### config.mk
export PLATFORM = sky130hd
export DESIGN_NAME = reg4_write_arbiter
export DESIGN_NICKNAME = d
export VERILOG_FILES = /design/src/rtl/reg4_arb_pkg.sv /design/src/rtl/reg4_write_arbiter_rr_pick.sv /design/src/rtl/reg4_write_arbiter.sv
export SDC_FILE = /design/constraint.sdc
export NUM_CORES = 1
export LEC_CHECK = 0
export CORE_AREA = 2 2 77 79
export DETAILED_ROUTE_END_ITERATION = 16
export DIE_AREA = 0 0 79 81
export PLACE_DENSITY = 0.92
export SETUP_SLACK_MARGIN = 0.3
export SYNTH_ARGS = -nofsm -noshare
export SYNTH_HDL_FRONTEND = slang
export SYNTH_SLANG_ARGS = --single-unit
### constraint.sdc
create_clock -name clk -period 10.9 [get_ports clk]
set_input_delay 1.635 -clock clk [delete_from_list [all_inputs] [get_ports clk]]
set_output_delay 1.635 -clock clk [all_outputs]
set_load 0.005 [all_outputs]
### src/rtl/reg4_arb_pkg.sv
// Shared types and constants for the four-register write arbiter.
package reg4_arb_pkg;

  localparam int DATA_W   = 8;
  localparam int NUM_REGS = 4;

  typedef enum logic {
    OP_WRITE = 1'b0,
    OP_ADD   = 1'b1
  } op_e;

  typedef enum logic {
    ST_IDLE   = 1'b0,
    ST_LOCKED = 1'b1
  } arb_state_e;

  localparam logic [1:0] REG_A = 2'd0;
  localparam logic [1:0] REG_B = 2'd1;
  localparam logic [1:0] REG_C = 2'd2;
  localparam logic [1:0] REG_D = 2'd3;

endpackage

### src/rtl/reg4_write_arbiter_rr_pick.sv
// Combinational rotating-priority picker: returns the first set request
// at or after ptr (wrapping modulo N), plus a valid flag.
module rr_pick #(
  parameter int N     = 4,
  parameter int IDX_W = $clog2(N)
) (
  input  logic [N-1:0]     req,
  input  logic [IDX_W-1:0] ptr,
  output logic [IDX_W-1:0] idx,
  output logic             vld
);

  // Scan from the farthest candidate back to ptr so the nearest one wins.
  always_comb begin
    logic [IDX_W:0]   sum;
    logic [IDX_W-1:0] cand;
    idx  = '0;
    vld  = 1'b0;
    sum  = '0;
    cand = '0;
    for (int k = N - 1; k >= 0; k--) begin
      sum = {1'b0, ptr} + (IDX_W + 1)'(k);
      if (sum >= (IDX_W + 1)'(N)) sum = sum - (IDX_W + 1)'(N);
      cand = sum[IDX_W-1:0];
      if (req[cand]) begin
        idx = cand;
        vld = 1'b1;
      end
    end
  end

endmodule

### src/rtl/reg4_write_arbiter.sv
// Single write port onto result registers a..d, shared by NUM_REQ
// requesters with round-robin arbitration and optional grant locking.
// Build option: REG4_ARB_FIXED_PRIO_EN selects fixed lowest-index priority.
module reg4_write_arbiter
  import reg4_arb_pkg::*;
#(
  parameter int NUM_REQ = 4,
  parameter int DATA_W  = 8
) (
  input  logic                      clk,
  input  logic                      rst,
  input  logic [NUM_REQ-1:0]        req,
  input  logic [NUM_REQ-1:0]        req_lock,
  input  logic [NUM_REQ-1:0]        req_op,
  input  logic [NUM_REQ*2-1:0]      req_addr,
  input  logic [NUM_REQ*DATA_W-1:0] req_data,
  output logic [NUM_REQ-1:0]        ack,
  output logic [DATA_W-1:0]         a,
  output logic [DATA_W-1:0]         b,
  output logic [DATA_W-1:0]         c,
  output logic [DATA_W-1:0]         d,
  output logic                      busy
);

  localparam int IDX_W = $clog2(NUM_REQ);

  // Accumulate wraps modulo 2^DATA_W; the carry is dropped.
  function automatic logic [DATA_W-1:0] add_wrap(input logic [DATA_W-1:0] x,
                                                 input logic [DATA_W-1:0] y);
    return x + y;
  endfunction

  arb_state_e        state, next_state;
  logic [IDX_W-1:0]  owner, next_owner;
  logic [IDX_W-1:0]  pick_ptr, pick_idx, gidx;
  logic              pick_vld, commit;

  logic [1:0]        sel_addr;
  op_e               sel_op;
  logic [DATA_W-1:0] sel_data, cur_val, wr_val;
  logic [DATA_W-1:0] regs [NUM_REGS];

  rr_pick #(.N(NUM_REQ), .IDX_W(IDX_W)) u_pick (
    .req (req),
    .ptr (pick_ptr),
    .idx (pick_idx),
    .vld (pick_vld)
  );

`ifdef REG4_ARB_FIXED_PRIO_EN
  assign pick_ptr = '0;
`else
  function automatic logic [IDX_W-1:0] ptr_inc(input logic [IDX_W-1:0] i);
    return (i == IDX_W'(NUM_REQ - 1)) ? '0 : i + 1'b1;
  endfunction

  logic [IDX_W-1:0] rr_ptr;
  logic             ptr_upd;

  // In LOCKED gidx is the owner, so any beat or release lands on owner+1.
  assign ptr_upd = commit || (state == ST_LOCKED);

  // Round-robin pointer advances past whoever was last served.
  always_ff @(posedge clk) begin
    if (rst)          rr_ptr <= '0;
    else if (ptr_upd) rr_ptr <= ptr_inc(gidx);
  end

  assign pick_ptr = rr_ptr;
`endif

  // Arbitration FSM state and lock owner.
  always_ff @(posedge clk) begin
    if (rst) begin
      state <= ST_IDLE;
      owner <= '0;
    end else begin
      state <= next_state;
      owner <= next_owner;
    end
  end

  // Grant selection; reset suppresses any commit in the same cycle.
  always_comb begin
    next_state = state;
    next_owner = owner;
    commit     = 1'b0;
    gidx       = owner;
    if (!rst) begin
      unique case (state)
        ST_IDLE: begin
          if (pick_vld) begin
            commit = 1'b1;
            gidx   = pick_idx;
            if (req_lock[pick_idx]) begin
              next_state = ST_LOCKED;
              next_owner = pick_idx;
            end
          end
        end
        ST_LOCKED: begin
          if (req[owner]) begin
            commit = 1'b1;
            if (!req_lock[owner]) next_state = ST_IDLE;
          end else begin
            next_state = ST_IDLE;
          end
        end
        default: next_state = ST_IDLE;
      endcase
    end
  end

  // Steer the granted requester's operand and compute the new value.
  always_comb begin
    sel_addr = '0;
    sel_op   = OP_WRITE;
    sel_data = '0;
    for (int i = 0; i < NUM_REQ; i++) begin
      if (gidx == IDX_W'(i)) begin
        sel_addr = req_addr[2*i +: 2];
        sel_op   = op_e'(req_op[i]);
        sel_data = req_data[DATA_W*i +: DATA_W];
      end
    end
    cur_val = regs[sel_addr];
    wr_val  = (sel_op == OP_ADD) ? add_wrap(cur_val, sel_data) : sel_data;
  end

  // Result registers: only the addressed one changes on a commit.
  always_ff @(posedge clk) begin
    if (rst) begin
      for (int r = 0; r < NUM_REGS; r++) regs[r] <= '0;
    end else if (commit) begin
      regs[sel_addr] <= wr_val;
    end
  end

  assign ack  = commit ? (NUM_REQ'(1) << gidx) : '0;
  assign busy = (state == ST_LOCKED);
  assign a    = regs[REG_A];
  assign b    = regs[REG_B];
  assign c    = regs[REG_C];
  assign d    = regs[REG_D];

endmodule
==> run summary, run 1 <==
R2R Setup Slk: 5540 ps
Fin. max-slew vios: 0
Slew @ Worst Pin: 1230 ps
Maximum VDD drop: 0.000144 V
H-tree levels: 2
Cells on worst reg2reg path: 17
Crit path capture type: flop
Endpoints failing setup: 0
Placeable Area: 5680 µm²
Latest clock arrival within the worst-skew pair: 300 ps
RR Endpoint: regs[2][6]$_SDFFCE_PN0P_
Grt ovf: 0
Overall Power: 0.00110 W
Initial antenna violation count: 0
Number of synthesized flops with an enable pin: 32
Final RePlAce weighted congestion: 0.830
Crit Path Class: in2reg
RSZ-0062 raised after global routing: false
Clock slew at reported path FFs: 70 ps
GRT Util Overall: 0.228
Synthesized Nets: 349
Hold Path End: busy$_SDFF_PP0_
CP Launch Type: input pin
Initial core utilization: 0.473
Seq/Total Area, Yosys: 0.395
Io pins: 91
Asr flop ratio synth: 0
IO Port Bufs: 90
DR pass1 iterations: 4
TNS Setup: 0 ps
Critical path required time: 11,010 ps
Die ar.: 6400 µm²
Hold path start: busy$_SDFF_PP0_
Main synth FF type: edfxtp_1
Top post-synthesis cells by area: edfxtp_1 (36%), mux2i_1 (7.1%), nor2_1 (6.0%)
ANT nets after route: 0
Share of layout cells above drive strength 1: 0.0462
First-pass GRT wire length: 11,400 µm
TritonCTS clock tree: built
Drc violations: 0
Status: finished clean
Hold Slack: 524 ps
WP data arrival: 7250 ps
Sink Count: 37
Largest net degree at the start of global routing: 28
Mapped Area: 2680 µm²
# Post-CTS Setup Buffers: 0
Hold depth: 2
Post-synth top area cell: edfxtp_1
Worst hold path type: reg2reg
Cts repair resizes: 0
Worst Setup SP: req[2]
Final Hold Fails: 0
Clk_skew: 10.0 ps
Syn-to-layout area delta: 38.2%
Power per Cell Area: 296 nW/µm²
Die Ht: 81 µm
Number of global-route vias before repair: 2,565
Clock Path Buffers: 2
Max Cap Viol: 0
Mapped Cells: 283
Worst reg2reg startpoint: pick_ptr[1]$_SDFFE_PP0P_
Iter 0 DRT Violations: 178
Final Cycle Share: 0.656
CTS Root Cell: clkbuf_8
Drt wl/cell: 16.2 µm
Relative slew margins: 0.180
Yosys cell types: 43
Ys Warns: 0
Maximum clock rate: 140 MHz
Site Rows: 28
Placed wire-length estimate: 5420 µm
Pleak: 1.42 nW
Hold-fix buffers, CTS: 0
Inserted Clock Buffers: 5
Area share of the largest cell type after synthesis: 0.358
Average size of a mapped cell: 9.48 µm²
Die width: 79 µm
Min cycle time layout: 7150 ps
Post-synthesis register bit count: 37
Routed WL: 7180 µm
Worst-path maximum fanout: 27
Vias per cell: 5.59
Core Util, Final: 0.654
Via count: 2,476
Nets@finish: 434
Inserted Diodes: 0
flip-flops by register name, summed over array words and instances, names as in the netlist:
| register | flops |
|---|---|
| busy | 1 |
| pick_ptr | 2 |
| owner | 2 |
| regs | 32 |
worst max path at each step:
stage,to,slack (ps),cells after the start
floorplan,regs[2][6]$_SDFFCE_PN0P_,4940,19
detailed placement,regs[2][6]$_SDFFCE_PN0P_,3500,18
global route,regs[2][7]$_SDFFCE_PN0P_,3300,18
finish,regs[2][6]$_SDFFCE_PN0P_,3750,18
global placement,regs[1][6]$_SDFFCE_PN0P_,3830,19
CTS,regs[2][6]$_SDFFCE_PN0P_,3780,18
Yosys cell counts (all sizes together), types with 4 or more instances:
master	count
nor3b	5
dfxtp	5
and2	5
mux2i	19
nand3b	7
nand2b	4
edfxtp	32
nor2	43
nand2	22
a211oi	9
mux2	7
o21ai	7
a21o	5
inv	11
a221oi	5
ha	11
nor2b	18
buf	6
a21oi	26
clkbuf	7
power by group:
| group | internal [W] | total, W | leakage (nW) | switching, W |
|---|---|---|---|---|
| clock network | 0.0000429 | 0.0000926 | 0.0377 | 0.0000497 |
| registers | 0.000225 | 0.000256 | 0.376 | 0.0000312 |
| logic | 0.000344 | 0.000748 | 1.01 | 0.000403 |
worst max-delay path, stage by stage:
cell and delay, ps:
clkdlybuf4s50_1 480, o41ai_2 700, nor2_1 160, o21ai_0 370, ha_1 700, nor2_1 240, a311oi_4 300, buf_4 360
mux2i_1 270, a21oi_1 100, ha_1 250, fa_1 400, a21o_1 170, a21oi_1 210, o21ai_0 100, a21oi_1 160
mux2_2 390, nor3b_1 230
logic make-up after synthesis:
| kind of cell | synth area share |
|---|---|
| AND/OR/NAND/NOR | 0.201 |
| AO/OA/AOI/OAI | 0.178 |
| flip-flops | 0.395 |
| multiplexers | 0.117 |
| buffers and inverters | 0.0364 |
| adder cells (fa/ha/maj) | 0.0587 |
| XOR/XNOR | 0.0131 |
per-stage QoR:
stage | cells | area (µm²) | worst slack, ps
after floorplan | 283 | 2680 | 4940
after global placement | 436 | 3630 | 3830
after detailed placement | 436 | 3630 | 3500
after CTS | 443 | 3710 | 3780
after global routing | 443 | 3710 | 3300
final | 443 | 3710 | 3750
layout by cell type (no fill, tap or decap), drive strengths merged, types with 2 or more instances in the layout:
| master | n |
|---|---|
| nand3b | 7 |
| clkdlybuf4s50 | 90 |
| mux2i | 19 |
| clkbuf | 5 |
| nor2 | 43 |
| mux4 | 2 |
| nand2 | 22 |
| nor2b | 18 |
| a21o | 5 |
| a211o | 2 |
| a31oi | 2 |
| nand3 | 3 |
| xnor2 | 3 |
| ha | 11 |
| nor3b | 5 |
| mux2 | 7 |
| inv | 11 |
| nor3 | 2 |
| nand2b | 4 |
| edfxtp | 32 |
| a221oi | 5 |
| o31ai | 3 |
| o21ai | 7 |
| a21oi | 26 |
| a211oi | 9 |
| and2 | 5 |
| dfxtp | 5 |
layout make-up:
type,count,area [µm²]
fill,465,1970
inverter,11,41.3
multi-input combinational,222,1530
tap,75,93.8
timing repair buffer,91,908
sequential,37,1060
clock buffer,5,68.8
clock inverter,2,11.3
layer usage:
| metal | wire [µm] | track usage | vias to the layer above |
|---|---|---|---|
| met5 | 0 | 0 | - |
| met4 | 191 | 0.100 | 0 |
| met3 | 467 | 0.0411 | 22 |
| met2 | 3870 | 0.449 | 89 |
| met1 | 2650 | 0.234 | 1171 |
| li1 | - | - | 1194 |
No activity file was read; power rests on OpenSTA's default activity.
==> run 2, diff against run 1 <==
CORE_AREA = 2 2 83 85   (was 2 2 77 79)
DIE_AREA = 0 0 85 87   (was 0 0 79 81)
PLACE_DENSITY = 0.85   (was 0.92)
clock period = 6.1 ns   (was 10.9 ns; I/O delays follow)
==> run 2 against run 1 <==
  * Clock-buffer cell count did not move
  * Via count increased by 2.5%
  * Final area grew 4.4%
  * Worst setup slack worse by 3200 ps
  * Critical path depth is 1 higher
  * Sequential power is 82% higher
  * Utilization decreased by 6.4 points
  * Combinational power rose by 94%
==> run summary, run 2 (synthesized netlist as in run 1, its figures left out) <==
Min cycle time layout: 5600 ps
Most frequent cells in the layout: clkdlybuf4s50_1 (87), nor2_1 (43), edfxtp_1 (32), a21oi_1 (23), nand2_1 (22) (was clkdlybuf4s50_1 (90), nor2_1 (43), edfxtp_1 (32), a21oi_1 (25), nand2_1 (22))
R2R Setup Slk: 1250 ps (was 5540 ps)
Routed WL: 7660 µm (was 7180 µm)
Share of layout cells above drive strength 1: 0.105 (was 0.0462)
Max Cap Viol: 0 (unchanged)
Die width: 85 µm (was 79 µm)
Inserted Diodes: 0 (unchanged)
Commonest non-fill, non-tap cell in the layout: clkdlybuf4s50_1 (unchanged)
Hold depth: 2 (unchanged)
Pleak: 1.52 nW (was 1.42 nW)
Worst hold path type: reg2reg (unchanged)
Latest clock arrival within the worst-skew pair: 300 ps (about the same)
Sink Count: 37 (unchanged)
Fin. max-slew vios: 0 (unchanged)
Maximum VDD drop: 0.000315 V (was 0.000144 V)
Io pins: 91 (unchanged)
Largest net degree at the start of global routing: 22 (was 28)
Fin area: 3870 µm² (was 3710 µm²)
Power per Cell Area: 540 nW/µm² (was 296 nW/µm²)
Vias per cell: 5.52 (was 5.59)
Placeable Area: 6570 µm² (was 5680 µm²)
Number of global-route vias before repair: 2,601 (was 2,565)
Worst-path maximum fanout: 9 (was 27)
CP Launch Type: input pin (unchanged)
DP Area: 3700 µm² (was 3630 µm²)
Cells on worst reg2reg path: 19 (was 17)
Hold Path End: owner[1]$_SDFFE_PP0P_ (was busy$_SDFF_PP0_)
Initial core utilization: 0.409 (was 0.473)
DR pass1 iterations: 4 (unchanged)
RR Endpoint: regs[0][7]$_SDFFCE_PN0P_ (was regs[2][6]$_SDFFCE_PN0P_)
ANT nets after route: 0 (unchanged)
GRT Util Overall: 0.205 (was 0.228)
Post-Place Setup Slack: 76.3 ps (was 3500 ps)
Worst reg2reg startpoint: pick_ptr[1]$_SDFFE_PP0P_ (unchanged)
Via count: 2,537 (was 2,476)
Clock slew at reported path FFs: 80 ps (was 70 ps)
Status: finished clean (unchanged)
TNS Setup: 0 ps (unchanged)
Grt ovf: 0 (unchanged)
Iter 0 DRT Violations: 118 (was 178)
Final RePlAce weighted congestion: 0.838 (was 0.830)
Clk_skew: 4.38 ps (was 10.0 ps)
Largest register FFs: 32 (unchanged)
Top reg by flops: regs (unchanged)
Die Ht: 87 µm (was 81 µm)
Clock Path Buffers: 2 (unchanged)
Site Rows: 30 (was 28)
Hold Slack: 538 ps (was 524 ps)
Relative slew margins: 0.564 (was 0.180)
Maximum clock rate: 179 MHz
First-pass GRT wire length: 12,000 µm (was 11,400 µm)
RSZ-0062 raised after global routing: false (unchanged)
Slew @ Worst Pin: 648 ps (was 1230 ps)
Post-route setup slack: 505 ps (was 3750 ps)
Endpoints failing setup: 0 (unchanged)
Overall Power: 0.00209 W (was 0.00110 W)
Final Cycle Share: 0.917
Initial antenna violation count: 0 (unchanged)
Nets@finish: 445 (was 434)
Inserted Clock Buffers: 5 (unchanged)
Final Hold Fails: 0 (unchanged)
Crit path capture type: flop (unchanged)
Critical path required time: 6150 ps (was 11,010 ps)
TritonCTS clock tree: built (unchanged)
CTS Root Cell: clkbuf_8 (unchanged)
Drc violations: 0 (unchanged)
WP data arrival: 5640 ps (was 7250 ps)
Drt wl/cell: 16.7 µm (was 16.2 µm)
Syn-to-layout area delta: 44.3% (was 38.2%)
Crit Path Class: in2reg (unchanged)
Die ar.: 7400 µm² (was 6400 µm²)
H-tree levels: 2 (unchanged)
IO Port Bufs: 90 (unchanged)
Placed wire-length estimate: 5740 µm (was 5420 µm)
Hold path start: owner[1]$_SDFFE_PP0P_ (was busy$_SDFF_PP0_)
run 2: area by class of cell:
class                      count  area [µm²]
clock buffer                   5        68.8
clock inverter                 3        17.5
fill                         562        2700
inverter                      11        41.3
multi-input combinational    222        1580
sequential                    37        1060
tap                           80         100
timing repair buffer         102        1000
run 2: metrics by stage:
stage	utilization	instances
floorplan	-	283
global placement	0.563	449
detailed placement	0.563	449
CTS	0.576	457
global route	0.590	460
finish	0.590	460
run 2: worst max-delay path, cell delays in order:
cell and delay, ps:
clkdlybuf4s50_1 470, o41ai_2 400, nor2_1 150, mux2i_2 310
inv_1 130, ha_1 240, nand3b_1 200, a311oi_4 510
buf_6 210, nor2b_1 60, a211oi_1 230, a21oi_1 100
ha_1 420, nand3_1 140, a32oi_2 250, a31oi_1 140
nor2b_1 140, mux2_2 320, mux2_1 330
run 2: where the power goes:
part	switching, W	internal, W
Sequential	0.0000627	0.000403
Combinational	0.000776	0.000677
Clock	0.0000936	0.0000788
run 2: worst max path at each step:
stage	startpoint	to	depth (start not counted)
6_report	req[2]	regs[0][7]$_SDFFCE_PN0P_	19
2_1_floorplan	req[2]	regs[2][6]$_SDFFCE_PN0P_	19
5_1_grt	req[2]	regs[0][7]$_SDFFCE_PN0P_	20
4_1_cts	req[2]	regs[0][7]$_SDFFCE_PN0P_	20
3_5_place_dp	req[2]	regs[0][7]$_SDFFCE_PN0P_	20
3_3_place_gp	req[2]	regs[2][7]$_SDFFCE_PN0P_	20
run 2: what timing repair did:
| item | CTS | global route |
|---|---|---|
| gates resized for setup | 0 | 16 |
| hold buffers | 0 | 0 |
| buffers inserted | 0 | 3 |
| endpoints found under the setup margin | 0 | 19 |
run 2: layer usage:
layer | wire [µm] | vias to the layer above | track usage
met5 | 0 | - | 0
met1 | 2900 | 1207 | 0.216
met3 | 381 | 21 | 0.0408
met2 | 4170 | 88 | 0.395
li1 | - | 1221 | -
met4 | 206 | 0 | 0.0895
==> run 3, diff against run 2 <==
GPL_TIMING_DRIVEN = 0   (was not set)
==> run 3 against run 2 <==
  * First-iteration DRC count is 58% higher
  * Global-route usage decreased by 0.49 points
  * Die area is the same
  * Sequential share of layout area is 0.071 points lower
  * Worst setup slack improved by 86 ps
  * Hold slack got worse by 3.1 ps
  * Sequential cell count did not move
==> run summary, run 3 (synthesized netlist as in run 1, its figures left out) <==
Die width: 85 µm (unchanged)
Overall Power: 0.00206 W (was 0.00209 W)
Maximum clock rate: 182 MHz (was 179 MHz)
Largest net degree at the start of global routing: 13 (was 22)
IO Port Bufs: 90 (unchanged)
CTS Root Cell: clkbuf_8 (unchanged)
H-tree levels: 2 (unchanged)
Multi-input logic area: 1580 µm² (about the same)
Initial core utilization: 0.409 (unchanged)
Largest register FFs: 32 (unchanged)
Iter 0 DRT Violations: 187 (was 118)
Site Rows: 30 (unchanged)
Slew @ Worst Pin: 590 ps (was 648 ps)
Worst hold path type: reg2reg (unchanged)
GRT Util Overall: 0.201 (was 0.205)
Power per Cell Area: 531 nW/µm² (was 540 nW/µm²)
Fillers: 550 (was 562)
R2R Setup Slk: 1400 ps (was 1250 ps)
RSZ-0062 raised after global routing: false (unchanged)
Inserted Diodes: 0 (unchanged)
Maximum VDD drop: 0.000246 V (was 0.000315 V)
Clock Path Buffers: 2 (unchanged)
Sequential cell area: 1060 µm² (unchanged)
Hold path start: busy$_SDFF_PP0_ (was owner[1]$_SDFFE_PP0P_)
Clock slew at reported path FFs: 70 ps (was 80 ps)
Relative slew margins: 0.603 (was 0.564)
Inserted Clock Buffers: 5 (unchanged)
Routed WL: 7430 µm (was 7660 µm)
Endpoints failing setup: 0 (unchanged)
DP Area: 3680 µm² (was 3700 µm²)
Drc violations: 0 (unchanged)
ANT nets after route: 0 (unchanged)
Final RePlAce weighted congestion: 0.901 (was 0.838)
Max Cap Viol: 0 (unchanged)
Final Hold Fails: 0 (unchanged)
Worst Setup SP: req[2] (unchanged)
Clk_skew: 9.52 ps (was 4.38 ps)
Initial antenna violation count: 0 (unchanged)
Via count: 2,541 (was 2,537)
Cells on worst reg2reg path: 21 (was 19)
Final Cycle Share: 0.903 (was 0.917)
Placed wire-length estimate: 5760 µm (was 5740 µm)
Die ar.: 7400 µm² (unchanged)
Hold-fix buffers, CTS: 0 (unchanged)
Most frequent cells in the layout: clkdlybuf4s50_1 (88), nor2_1 (41), edfxtp_1 (32), a21oi_1 (25), nand2_1 (22) (was clkdlybuf4s50_1 (87), nor2_1 (43), edfxtp_1 (32), a21oi_1 (23), nand2_1 (22))
Placeable Area: 6570 µm² (unchanged)
Critical path required time: 6140 ps (was 6150 ps)
Syn-to-layout area delta: 44.7% (was 44.3%)
Worst reg2reg startpoint: pick_ptr[1]$_SDFFE_PP0P_ (unchanged)
Die Ht: 87 µm (unchanged)
Commonest non-fill, non-tap cell in the layout: clkdlybuf4s50_1 (unchanged)
Status: finished clean (unchanged)
Drt wl/cell: 15.9 µm (was 16.7 µm)
Nets@finish: 451 (was 445)
Fin cells: 466 (was 460)
Vias per cell: 5.45 (was 5.52)
Crit path capture type: flop (unchanged)
CP Launch Type: input pin (unchanged)
Fin area: 3880 µm² (was 3870 µm²)
TritonCTS clock tree: built (unchanged)
Pleak: 1.52 nW (about the same)
Core Util, Final: 0.591 (was 0.590)
Number of global-route vias before repair: 2,588 (was 2,601)
Post-route setup slack: 591 ps (was 505 ps)
Fin. max-slew vios: 0 (unchanged)
Min cycle time layout: 5510 ps (was 5600 ps)
Sink Count: 37 (unchanged)
Crit path largest cell delay: 570 ps (was 510 ps)
DR pass1 iterations: 4 (unchanged)
Worst-path maximum fanout: 10 (was 9)
Crit Path Class: in2reg (unchanged)
Slowest cell on the critical path: clkdlybuf4s50_1 (was a311oi_4)
Grt ovf: 0 (unchanged)
Share of layout cells above drive strength 1: 0.101 (was 0.105)
Latest clock arrival within the worst-skew pair: 290 ps (was 300 ps)
Hold depth: 2 (unchanged)
WP data arrival: 5550 ps (was 5640 ps)
Critical-path cell list: clkdlybuf4s50_1 > inv_1 > o32ai_2 > nor2_1 > mux2i_4 > ha_1 > clkbuf_4 > nand3b_1 > a311oi_4 > buf_4 > clkbuf_2 > a211oi_1 > a21oi_1 > ha_1 > a21oi_1 > a32oi_1 > a31oi_1 > nor2_1 > mux2_2 > mux2_1 (was clkdlybuf4s50_1 > o41ai_2 > nor2_1 > mux2i_2 > inv_1 > ha_1 > nand3b_1 > a311oi_4 > buf_6 > nor2b_1 > a211oi_1 > a21oi_1 > ha_1 > nand3_1 > a32oi_2 > a31oi_1 > nor2b_1 > mux2_2 > mux2_1)
# placed instances: 453 (was 449)
Io pins: 91 (unchanged)
Top reg by flops: regs (unchanged)
First-pass GRT wire length: 11,800 µm (was 12,000 µm)
Post-Place Setup Slack: -470 ps (was 76.3 ps)
## run 3: worst max-delay path: cells and delay by family
kind                     cells  cell delay, ps
adder cells (fa/ha/maj)      2             510
buffers and inverters        5            1320
AO/OA/AOI/OAI                7            1570
multiplexers                 3             890
AND/OR/NAND/NOR              3             340
## run 3: final cells by class
cell class	instances	area share
plain buffers	13	0.0174
repair buffers	95	0.243
well taps	80	0.0258
inverters	11	0.0106
multi-input cells	222	0.408
clock buffers	5	0.0177
flip-flops and latches	37	0.273
clock inverters	3	0.00451
## run 3: stage by stage
step / setup TNS [ps] / hold WS (ps)
final: 0 / 535
after detailed placement: -4090 / 513
after global placement: -1490 / 508
after global routing: 0 / 562
after floorplan: 0 / 472
after CTS: 0 / 526
## run 3: path summary, 6_finish.rpt
path	endpoint
worst max-delay path	regs[0][7]$_SDFFCE_PN0P_
worst min-delay path	busy$_SDFF_PP0_
worst max register to register	regs[0][7]$_SDFFCE_PN0P_
worst min register to register	busy$_SDFF_PP0_
## run 3: power breakdown
group | total (W) | internal (W) | switching, W
registers | 0.000461 | 0.000402 | 0.0000582
logic | 0.00143 | 0.000668 | 0.000762
clock network | 0.000170 | 0.0000789 | 0.0000909
## run 3: repair_timing
action / CTS / global route
buffers inserted: 3 / 2
endpoints found under the setup margin: 16 / 12
pin swaps: 2 / 3
endpoints found under the hold margin: 0 / 0
gates resized for setup: 8 / 11
## run 3: metal layers
layer / GRT usage / part of all wire
met1: 0.228 / 0.37
met2: 0.394 / 0.54
met3: 0.0237 / 0.064
met4: 0.0519 / 0.021
met5: 0 / 0
==> patch 1 (flow settings as in run 2) <==
The parameter `NUM_REQ` goes from 4 to 2.
--- a/src/rtl/reg4_write_arbiter.sv
+++ b/src/rtl/reg4_write_arbiter.sv
@@ -5,5 +5,5 @@
   import reg4_arb_pkg::*;
 #(
-  parameter int NUM_REQ = 4,
+  parameter int NUM_REQ = 2,
   parameter int DATA_W  = 8
 ) (
Ports: changed (6 resized); port bits go from 91 to 63. No check against the original RTL was run, so the function may have changed too.
==> patch 1 against run 2 <==
Synthesized area is 12% lower; setup slack better by 0.24 ns; sequential cell count is 2 lower; routed wire length is 16% lower; die area stayed put; cell area is 19% lower; critical path type unchanged; largest cell class unchanged.
Power is not compared: it rests on default switching activity, and its combinational part moved more than twofold at a synthesized area within 25%.
==> patch 1: results (changes against run 2) <==
status - complete, no violations (unchanged)
vias in the first global route - 2091 (was 2601)
first-pass GRT wire length - 10.0 mm (was 12.0 mm)
top cells by count, synth - edfxtp_1 (32), nand2_1 (30), nor2_1 (28), a21oi_1 (12), nor3_1 (10) (was nor2_1 (43), edfxtp_1 (32), a21oi_1 (25), nand2_1 (22), mux2i_1 (19))
met1 Track Usage GR - 21.2% (was 21.6%)
CP max FO - 17 (was 9)
ratio of cells with drive above 1 in the final layout - 9.57% (was 10.5%)
Cell variety after synth - 57 (was 43)
CP arrival - 5.40 ns (was 5.64 ns)
Post-synth EDFFs - 32 (unchanged)
Synth Area in Compound Gates - 16.7% (was 17.8%)
total number of yosys warnings - 0 (unchanged)
Detailed Route Iter0 Violations - 183 (was 118)
nets@finish - 338 (was 445)
largest net degree at the start of global routing - 20 (was 22)
minimum hold slack - 0.656 ns (was 0.538 ns)
top cells by area, synth - edfxtp_1 (41%), nand2_1 (4.8%), nor2_1 (4.5%), ha_1 (3.7%), mux2i_1 (3.0%) (was edfxtp_1 (36%), mux2i_1 (7.1%), nor2_1 (6.0%), ha_1 (5.1%), a21oi_1 (4.7%))
Post-Route Skew - 0.00664 ns (was 0.00438 ns)
port bufs - 62 (was 90)
wl on met1 - 2.58 mm (was 2.90 mm)
DR WL met3 - 566 µm (was 381 µm)
r2r setup slk - 1.47 ns (was 1.25 ns)
Worst R2R End - regs[2][7]$_SDFFCE_PN0P_ (was regs[0][7]$_SDFFCE_PN0P_)
largest delay contributor family on the critical path - simple AND/OR/NAND/NOR gates (was compound AO/OA/AOI/OAI gates)
slowest stage delay, CP - 0.81 ns (was 0.51 ns)
Hold Path Sink - pick_ptr$_SDFFE_PP0P_ (was owner[1]$_SDFFE_PP0P_)
Reg2Reg Launch Point - busy$_SDFF_PP0_ (was pick_ptr[1]$_SDFFE_PP0P_)
routing usage on met2 - 28.9% (was 39.5%)
HP Start - pick_ptr$_SDFFE_PP0P_ (was owner[1]$_SDFFE_PP0P_)
Tot GR Track Use - 17.4% (was 20.5%)
clock root cell - clkbuf_8 (unchanged)
sequential area share after synthesis - 43.2% (was 39.5%)
Crit-path slowest cell - nor2_1 (was a311oi_4)
Post-Place Setup Slack - 0.479 ns (was 0.0763 ns)
R2R cell count - 13 (was 19)
fill cell count - 571 (was 562)
Placer Congestion - 0.962 (was 0.838)
relative slew slack - 28.3% (was 56.4%)
Syn Nets - 279 (was 349)
Via density - 5.57 (was 5.52)
Post-DP HPWL - 4.84 mm (was 5.74 mm)
DR WL met2 - 3.12 mm (was 4.17 mm)
post-synthesis xor/xnor area fraction - 1.48% (was 1.31%)
[patch 1: changes by cell type after synthesis, moves of 5 or more]
cell,before,now
nor2_1,43,28
nor2b_1,18,3
a21oi_1,25,12
mux2i_1,19,7
a211oi_1,9,1
nand2_1,22,30
nor3_1,2,10
a31oi_1,1,8
and3_1,0,7
a221oi_1,5,0
nand3b_1,7,2
[patch 1: cell families after synthesis]
kind of cell | after synthesis
mux | 15
compound gates | 53
simple gates | 108
flops | 35
xor+xnor | 4
buf+inv | 20
fa+ha+maj | 8
[patch 1: worst max path at each step]
stage | start | slack [ns] | cells after the start | endpoint
after floorplan | rst | 1.61 | 15 | regs[1][7]$_SDFFCE_PN0P_
after global placement | req[0] | 0.61 | 14 | regs[2][7]$_SDFFCE_PN0P_
after detailed placement | req[0] | 0.48 | 14 | regs[2][7]$_SDFFCE_PN0P_
after CTS | req[0] | 0.77 | 14 | regs[2][7]$_SDFFCE_PN0P_
after global routing | req[0] | 0.58 | 14 | regs[2][7]$_SDFFCE_PN0P_
final | req[0] | 0.75 | 14 | regs[2][7]$_SDFFCE_PN0P_
[patch 1: area by class of cell]
| class | count | share of cell area [%] |
|---|---|---|
| inverters | 7 | 0.834 |
| repair buffers | 65 | 20.4 |
| clock buffers | 5 | 2.18 |
| well taps | 80 | 3.18 |
| clock inverters | 3 | 1.39 |
| multi-input cells | 188 | 39.6 |
| flip-flops and latches | 35 | 32.4 |
[patch 1: metrics by stage]
| step | instance area (µm²) | util, % | std cells |
|---|---|---|---|
| after floorplan | 2360 | - | 243 |
| after global placement | 3040 | 46.2 | 375 |
| after detailed placement | 3040 | 46.2 | 375 |
| after CTS | 3150 | 48.0 | 383 |
| after global routing | 3150 | 48.0 | 383 |
| final | 3150 | 48.0 | 383 |
==> patch 2 (config.mk and constraints of run 2) <==
Made on the original files. Reset style: asynchronous (`rst`), changed in 3 clocked blocks.
--- a/src/rtl/reg4_write_arbiter.sv
+++ b/src/rtl/reg4_write_arbiter.sv
@@ -62,5 +62,5 @@
 
   // Round-robin pointer advances past whoever was last served.
-  always_ff @(posedge clk) begin
+  always_ff @(posedge clk or posedge rst) begin
     if (rst)          rr_ptr <= '0;
     else if (ptr_upd) rr_ptr <= ptr_inc(gidx);
@@ -71,5 +71,5 @@
 
   // Arbitration FSM state and lock owner.
-  always_ff @(posedge clk) begin
+  always_ff @(posedge clk or posedge rst) begin
     if (rst) begin
       state <= ST_IDLE;
@@ -129,5 +129,5 @@
 
   // Result registers: only the addressed one changes on a commit.
-  always_ff @(posedge clk) begin
+  always_ff @(posedge clk or posedge rst) begin
     if (rst) begin
       for (int r = 0; r < NUM_REGS; r++) regs[r] <= '0;
Function: differs if rst is asserted again (counterexample within 4 cycles, from zero or initial values and one cycle with rst high); with rst held inactive, the same outputs for 4 cycles.
==> patch 2 against run 2 <==
Routed wire length down 6.7%; die area unchanged; setup slack better by 0.096 ns; sequential share of layout area down 2.6 points; sequential cell count unchanged; final cell count down 5.9%; utilization down 2.1 points; power up 27%; cell area down 3.5%; synthesized area down 3.0%; critical path type unchanged.
==> patch 2: results (changes against run 2) <==
status - complete, no violations (unchanged)
Reg2Reg Launch Point - pick_ptr[1]$_DFFE_PP0P_ (was pick_ptr[1]$_SDFFE_PP0P_)
Syn Nets - 321 (was 349)
HP Start - b[7]$_DFFE_PP0P_ (was owner[1]$_SDFFE_PP0P_)
hold crit path type - reg -> reg (unchanged)
ys flop type - dfrtp_1 (was edfxtp_1)
largest net degree at the start of global routing - 39 (was 22)
sequential area share after synthesis - 35.6% (was 39.5%)
Post-Route Skew - 0.00734 ns (was 0.00438 ns)
Hold Path Sink - b[7]$_DFFE_PP0P_ (was owner[1]$_SDFFE_PP0P_)
clock root cell - clkbuf_8 (unchanged)
Psw - 1210 µW (was 933 µW)
fmax - 182 MHz (was 179 MHz)
Worst R2R End - b[6]$_DFFE_PP0P_ (was regs[0][7]$_SDFFCE_PN0P_)
Async SR Flop Fraction - 100% (was 0%)
Static Leak - 0.00156 µW (was 0.00152 µW)
Worst Hold Path Cells - 1 (was 2)
Post-DP HPWL - 5.60 mm (was 5.74 mm)
r2r setup slk - 1.37 ns (was 1.25 ns)
clock-pin slew on the worst setup and hold paths - 0.07 ns
vias - 2374 (was 2537)
clock tree buffer depth - 2 (unchanged)
fill cell count - 549 (was 562)
top cells by area, synth - dfrtp_1 (36%), mux2_2 (16%), ha_1 (5.8%), mux2i_1 (5.8%), nor2b_1 (4.3%) (was edfxtp_1 (36%), mux2i_1 (7.1%), nor2_1 (6.0%), ha_1 (5.1%), a21oi_1 (4.7%))
CP arrival - 5.67 ns (was 5.64 ns)
antenna cells - 0 (unchanged)
Initial Utilization - 39.6% (was 40.9%)
nets@finish - 419 (was 445)
Crit-path slowest cell - clkdlybuf4s50_1 (was a311oi_4)
slowest stage delay, CP - 0.57 ns (was 0.51 ns)
Post-Place Setup Slack - 0.330 ns (was 0.0763 ns)
Placer Congestion - 0.846 (was 0.838)
htree depth - 2 (unchanged)
Clock Latency Late Sink - 0.29 ns
Setup Crit Path Kind - in -> reg (unchanged)
R2R cell count - 21 (was 19)
vias in the first global route - 2345 (was 2601)
Least-Margin Pin Slew - 0.676 ns (was 0.648 ns)
first-pass GRT wire length - 11.3 mm (was 12.0 mm)
origin of the worst setup path - req[0] (was req[2])
minimum hold slack - 0.532 ns (was 0.538 ns)
top cells by count, synth - mux2_2 (38), dfrtp_1 (37), a21oi_1 (22), nor2b_1 (18), nand2_1 (17) (was nor2_1 (43), edfxtp_1 (32), a21oi_1 (25), nand2_1 (22), mux2i_1 (19))
cts bufs inserted - 5 (unchanged)
Wirelength per Cell - 16.5 µm (was 16.7 µm)
CP max FO - 8 (was 9)
maximum VDD drop - 0.393 mV (was 0.315 mV)
ratio of cells with drive above 1 in the final layout - 18.7% (was 10.5%)
Detailed Route Iter0 Violations - 66 (was 118)
Tot GR Track Use - 19.6% (was 20.5%)
Cell variety after synth - 41 (was 43)
==> patch 2: cell families after synthesis <==
logic type | after synthesis | synth area share (%)
mux | 57 | 24.8
buf+inv | 19 | 2.88
compound gates | 64 | 16.7
simple gates | 58 | 11.5
xor+xnor | 6 | 2.02
flops | 37 | 35.6
fa+ha+maj | 13 | 6.54
==> patch 2: worst max-delay path, delay by kind of cell <==
kind | cells | cell delay (ns)
AOI/OAI and AO/OA | 7 | 1.50
xor gates and xnor gates | 1 | 0.08
adders and majority gates | 2 | 0.68
buffers and inverters | 3 | 0.92
muxes | 3 | 0.89
and+or+nand+nor | 4 | 0.69
==> patch 2: through the flow <==
stage	util (%)	instances	area (µm²)
after CTS	56.6	432	3720
after global routing	56.9	433	3740
after detailed placement	55.4	424	3640
after global placement	55.4	424	3640
after floorplan	-	254	2600
final	56.9	433	3740
==> patch 2: repair_timing <==
item	in CTS	in global routing
setup endpoints to repair	0	5
gates resized for setup	0	4
buffers inserted	0	1
==> patch 2: power by group through the flow <==
stage / Sequential [µW] / Clock, µW / Combinational (µW)
finish: 476 / 159 / 2030
global route: 491 / 178 / 2240
CTS: 476 / 164 / 2010
detailed placement: 479 / 0 / 2000
global placement: 477 / 0 / 1930
floorplan: 459 / 0 / 1360
==> patch 2: layout make-up <==
type | count | area share [%]
Multi-Input combinational cell | 198 | 43.1
Clock inverter | 2 | 0.268
Clock buffer | 6 | 1.94
Sequential cell | 37 | 24.8
Timing Repair Buffer | 101 | 26.3
Inverter | 9 | 0.904
Tap cell | 80 | 2.68
==> patch 2: metal layers <==
layer / up-vias / routed length [µm] / global-route usage [%]
met3: 16 / 461 / 4.45
met4: 0 / 182 / 8.08
met5: - / 0 / 0
met2: 96 / 3300 / 32.0
met1: 1130 / 3210 / 25.1
li1: 1132 / - / -
